<file path="config.mk">
export PLATFORM = sky130hd
export DESIGN_NAME = hamming_enc_seq
export DESIGN_NICKNAME = d
export VERILOG_FILES = /design/src/rtl/hamming_enc_seq.sv
export SDC_FILE = /design/constraint.sdc
export NUM_CORES = 1
export LEC_CHECK = 0
export BUFFER_PORTS_ARGS = -buffer_cell sky130_fd_sc_hd__buf_2
export CELL_PAD_IN_SITES_DETAIL_PLACEMENT = 0
export CELL_PAD_IN_SITES_GLOBAL_PLACEMENT = 1
export CORE_MARGIN = 10
export CORE_UTILIZATION = 30
export CTS_CLUSTER_DIAMETER = 40
export DETAILED_ROUTE_END_ITERATION = 8
export PLACE_DENSITY_LB_ADDON = 0.1
export SYNTH_ARGS = -nofsm -noshare
export SYNTH_HDL_FRONTEND = slang
export SYNTH_SLANG_ARGS = --single-unit
</file>
<file path="constraint.sdc">
create_clock -name clk -period 4.62 [get_ports clk]
set_input_delay 0.462 -clock clk [delete_from_list [all_inputs] [get_ports clk]]
set_output_delay 0.462 -clock clk [all_outputs]
set_load 0.05 [all_outputs]
</file>
<file path="src/rtl/hamming_enc_seq.sv">
// Sequential Hamming(16,11) SECDED encoder over a byte-wide data memory.
// Define HAMSEQ_READBACK_EN to re-read each encoded pair and flag mismatches on err.
module hamming_enc_seq #(
    parameter int MSG_COUNT = 15,
    parameter int SRC_BASE  = 0,
    parameter int DST_BASE  = 30
) (
    input  logic       clk,
    input  logic       reset,
    input  logic       start,
    output logic       busy,
    output logic       done,
    output logic [7:0] mem_addr,
    output logic       mem_wr_en,
    output logic [7:0] mem_wr_data,
    input  logic [7:0] mem_rd_data,
    output logic       err
);

    typedef enum logic [2:0] {
        IDLE,
        RD_LO,
        RD_HI,
        WR_LO,
        WR_HI,
`ifdef HAMSEQ_READBACK_EN
        VF_LO,
        VF_HI,
`endif
        DONE
    } state_t;

    state_t      state_q, state_d;
    logic [7:0]  idx_q, idx_d;
    logic [11:1] data_q, data_d;

    logic [7:0]  src_lo, src_hi;
    logic [7:0]  dst_lo, dst_hi;
    logic        last;

    logic        p8, p4, p2, p1, p0;
    logic [7:0]  enc_lo, enc_hi;

    // Byte pair addresses for the current message index, modulo 256.
    assign src_lo = 8'(SRC_BASE) + {idx_q[6:0], 1'b0};
    assign src_hi = src_lo + 8'd1;
    assign dst_lo = 8'(DST_BASE) + {idx_q[6:0], 1'b0};
    assign dst_hi = dst_lo + 8'd1;
    assign last   = (idx_q == 8'(MSG_COUNT - 1));

    always_comb begin
        p8 = ^data_q[11:5];
        p4 = (^data_q[11:8]) ^ (^data_q[4:2]);
        p2 = data_q[11] ^ data_q[10] ^ data_q[7] ^ data_q[6]
           ^ data_q[4] ^ data_q[3] ^ data_q[1];
        p1 = data_q[11] ^ data_q[9] ^ data_q[7] ^ data_q[5]
           ^ data_q[4] ^ data_q[2] ^ data_q[1];
        p0 = (^data_q) ^ p8 ^ p4 ^ p2 ^ p1;
        enc_lo = {data_q[4], data_q[3], data_q[2], p4,
                  data_q[1], p2, p1, p0};
        enc_hi = {data_q[11:5], p8};
    end

`ifdef HAMSEQ_READBACK_EN
    logic err_q, err_d;
`endif

    always_comb begin
        state_d     = state_q;
        idx_d       = idx_q;
        data_d      = data_q;
        mem_addr    = 8'd0;
        mem_wr_en   = 1'b0;
        mem_wr_data = 8'd0;
`ifdef HAMSEQ_READBACK_EN
        err_d       = err_q;
`endif
        unique case (state_q)
            IDLE, DONE: begin
                if (start) begin
                    state_d = RD_LO;
                    idx_d   = 8'd0;
`ifdef HAMSEQ_READBACK_EN
                    err_d   = 1'b0;
`endif
                end
            end
            RD_LO: begin
                mem_addr     = src_lo;
                data_d[8:1]  = mem_rd_data;
                state_d      = RD_HI;
            end
            RD_HI: begin
                mem_addr     = src_hi;
                data_d[11:9] = mem_rd_data[2:0];
                state_d      = WR_LO;
            end
            WR_LO: begin
                mem_addr    = dst_lo;
                mem_wr_en   = 1'b1;
                mem_wr_data = enc_lo;
                state_d     = WR_HI;
            end
            WR_HI: begin
                mem_addr    = dst_hi;
                mem_wr_en   = 1'b1;
                mem_wr_data = enc_hi;
`ifdef HAMSEQ_READBACK_EN
                state_d     = VF_LO;
`else
                if (last) begin
                    state_d = DONE;
                end else begin
                    idx_d   = idx_q + 8'd1;
                    state_d = RD_LO;
                end
`endif
            end
`ifdef HAMSEQ_READBACK_EN
            VF_LO: begin
                mem_addr = dst_lo;
                if (mem_rd_data != enc_lo) begin
                    err_d = 1'b1;
                end
                state_d = VF_HI;
            end
            VF_HI: begin
                mem_addr = dst_hi;
                if (mem_rd_data != enc_hi) begin
                    err_d = 1'b1;
                end
                if (last) begin
                    state_d = DONE;
                end else begin
                    idx_d   = idx_q + 8'd1;
                    state_d = RD_LO;
                end
            end
`endif
            default: begin
                state_d = IDLE;
            end
        endcase
    end

    always_ff @(posedge clk or negedge reset) begin
        if (!reset) begin
            state_q <= IDLE;
            idx_q   <= 8'd0;
            data_q  <= '0;
        end else begin
            state_q <= state_d;
            idx_q   <= idx_d;
            data_q  <= data_d;
        end
    end

`ifdef HAMSEQ_READBACK_EN
    always_ff @(posedge clk or negedge reset) begin
        if (!reset) begin
            err_q <= 1'b0;
        end else begin
            err_q <= err_d;
        end
    end

    assign err = err_q;
`else
    assign err = 1'b0;
`endif

    assign busy = (state_q != IDLE) && (state_q != DONE);
    assign done = (state_q == DONE);

endmodule

</file>
==> qor.csv <==
stage;metric;value;unit
run_status;status;finished clean;
worst_setup_path;crit-path max FO;16;
detailed_routing;1st-pass router iterations;4;
cts;PostCTS Resize Cnt;0;
grt;initial antenna violation count;0;
die;FP Rows;26;
detailed_routing;Wirelength per Cell;15.3;um
grt;first-pass GRT wire length;6820;um
grt;grt ovf;0;
detailed_routing;DRC viols;0;
synthesis;post-synthesis cell area;1570;um2
cts;CTS buffer count;3;
die;Core Region;5070;um2
synthesis;synthesized area per cell;9.28;um2
synthesis;Seq/Total Area, Yosys;0.351;
finish;most common cell after layout, fill and taps aside;buf_2;
grt;largest net degree at the start of global routing;23;
cts;CTS Hold Bufs;0;
synthesis;Async SR Flop Fraction;1.00;
synthesis;Synth Warn #;0;
sta;hold_ws;159;ps
synthesis;Post-synth EDFFs;0;
die;num ports;31;
sta;pins over their slew limit;0;
placement;Post-DP HPWL;3120;um
finish;Nets;209;
die;Die Y-Extent;92.3;um
worst_setup_path;Startpoint Class;register;
cts;Root Buffer;clkbuf_8;
cts;TritonCTS clock tree;yes;
cts;CTS Sinks;22;
grt;vias in the first global route;1312;
worst_setup_path;crit path kind;register to primary output;
finish;Antenna diodes;0;
synthesis;ys flop type;dfrtp_1;
sta;Worst Skew;8.32;ps
sta;crit path time final;2800;ps
synthesis;Seq cells post-synth;22;
detailed_routing;First DRT Iteration DRCs;41;
worst_setup_path;Critical Path AT;2330;ps
die;Initial Utilization;0.309;
grt;total track usage;0.0981;
placement;Setup WS pre-CTS;2130;ps
worst_setup_path;required time of the critical path;4160;ps
cts;clock buffer depth;2;
sta;fmax;358;MHz
sta;Final Cycle Share;0.605;
flow_run;MaxCap Viol Count;0;
die;die width;92.3;um
die;area of the die;8520;um2
detailed_routing;DRT Wirelength;4030;um
sta;Final Hold Fails;0;
detailed_routing;via count of the routed design;1270;
synthesis;Post-Syn Nets;183;
synthesis;Synth cell types;41;
finish;share of layout cells above drive strength 1;0.247;
finish;area delta synth->final;17.2;%
placement;gp weighted congestion;0.788;
detailed_routing;vias per std cell;4.81;
placement;port buffer count;29;
cts;Clock Latency Late Sink;270;ps
sta;Rel. slew slack;0.604;
sta;sum of negative setup slack;0;ps
cts;post-CTS setup buffers;0;
worst_setup_path;Critical Path End Type;primary output;
sta;unrepaired setup endpoints after global routing;no;
detailed_routing;final antenna-violating net count;0;
synthesis;Gate Count Post-Synth;169;
sta;Final WS setup;1820;ps
sta;Setup-failing EPs final;0;
sta;actual slew at the worst max-slew pin;591;ps
worst_hold_path;Hold Path Class;input pin to async pin;
cts;H-tree depth;1;
cts;CTS clock-pin slew for the worst setup and hold paths;90;ps
finish;most frequent cells in the layout;buf_2 (29), dfrtp_1 (22), xnor2_1 (19);
[sequential cells by signal, indices dropped and copies added, names as in the netlist]
signal / cells
data_q: 11
idx_q: 8
state_q: 3
[critical path, cell delays in order, from the launching register on]
cell and delay, ps:
dfrtp_1 570, and3b_1 380, nor2_1 510, a21oi_1 90, o21ai_0 190, o31ai_1 90
buf_2 230
[worst paths after layout]
kind | startpoint | end | slack, ps | cells past startpoint
max | state_q[0] | mem_addr[6] | 1820 | 6
min | reset | data_q[6] | 160 | 1
max reg2reg | idx_q[4] | idx_q[4] | 2660 | 5
min reg2reg | idx_q[7] | idx_q[7] | 510 | 1
max in group asynchronous | reset | idx_q[0] | 4110 | 1
min in group clk | mem_rd_data[7] | data_q[8] | 400 | 3
[Yosys cell counts, types with 2 or more instances]
cell      number  share of area
mux2_2         9          0.065
nor2_1        13          0.031
o21ai_0        9          0.029
nor2b_1        2         0.0080
and3b_1        2          0.011
or3_1          2         0.0080
ha_1           3          0.024
nor3_1         2         0.0064
o22ai_1        4          0.016
xnor2_1       19           0.11
nand2_1       14          0.034
nand4_1        2         0.0080
xor2_1         4          0.022
nor3b_1        2         0.0096
o21ai_1        6          0.019
a21oi_1        8          0.026
buf_2          4          0.013
inv_1          6          0.014
o31ai_1        4          0.019
clkbuf_1       4         0.0096
a22o_1         4          0.022
nand2b_1       6          0.024
dfrtp_1       22           0.35
[cells by family (layout without fill, tap and decap cells)]
logic type                 count (synthesis)  after routing  synth area share
AOI/OAI and AO/OA                         45             45             0.203
xor gates and xnor gates                  24             24             0.143
adders and majority gates                  3              3            0.0239
buffers and inverters                     15             40            0.0415
DFF                                       22             22             0.351
muxes                                      9              9            0.0646
other                                      1              1           0.00239
and+or+nand+nor                           50             50             0.171
[final cells by class]
class                           count  area, um2
Inverter                            6       22.5
Multi-Input combinational cell    132        952
Clock inverter                      1       30.0
Sequential cell                    22        551
Fill cell                         554       3240
Clock buffer                        3       41.3
Timing Repair Buffer               30        153
Tap cell                           70       87.6
[metrics by stage]
| stage | utilization | instances | area [um2] |
|---|---|---|---|
| after global placement | 0.348 | 260 | 1770 |
| after global routing | 0.362 | 264 | 1840 |
| after CTS | 0.362 | 264 | 1840 |
| after floorplan | - | 169 | 1570 |
| after detailed placement | 0.348 | 260 | 1770 |
| final | 0.362 | 264 | 1840 |
[per-layer routing]
metal  vias to the layer above  track usage  share of wire
met1                       610        0.141           0.53
met5                         -            0              0
li1                        643            -              -
met3                         2       0.0218          0.027
met2                        15        0.143           0.43
met4                         0       0.0270         0.0057
Power is left out: the tool's default activity adds up to more than one toggle a clock period on the data nets, which glitch-free logic cannot reach.
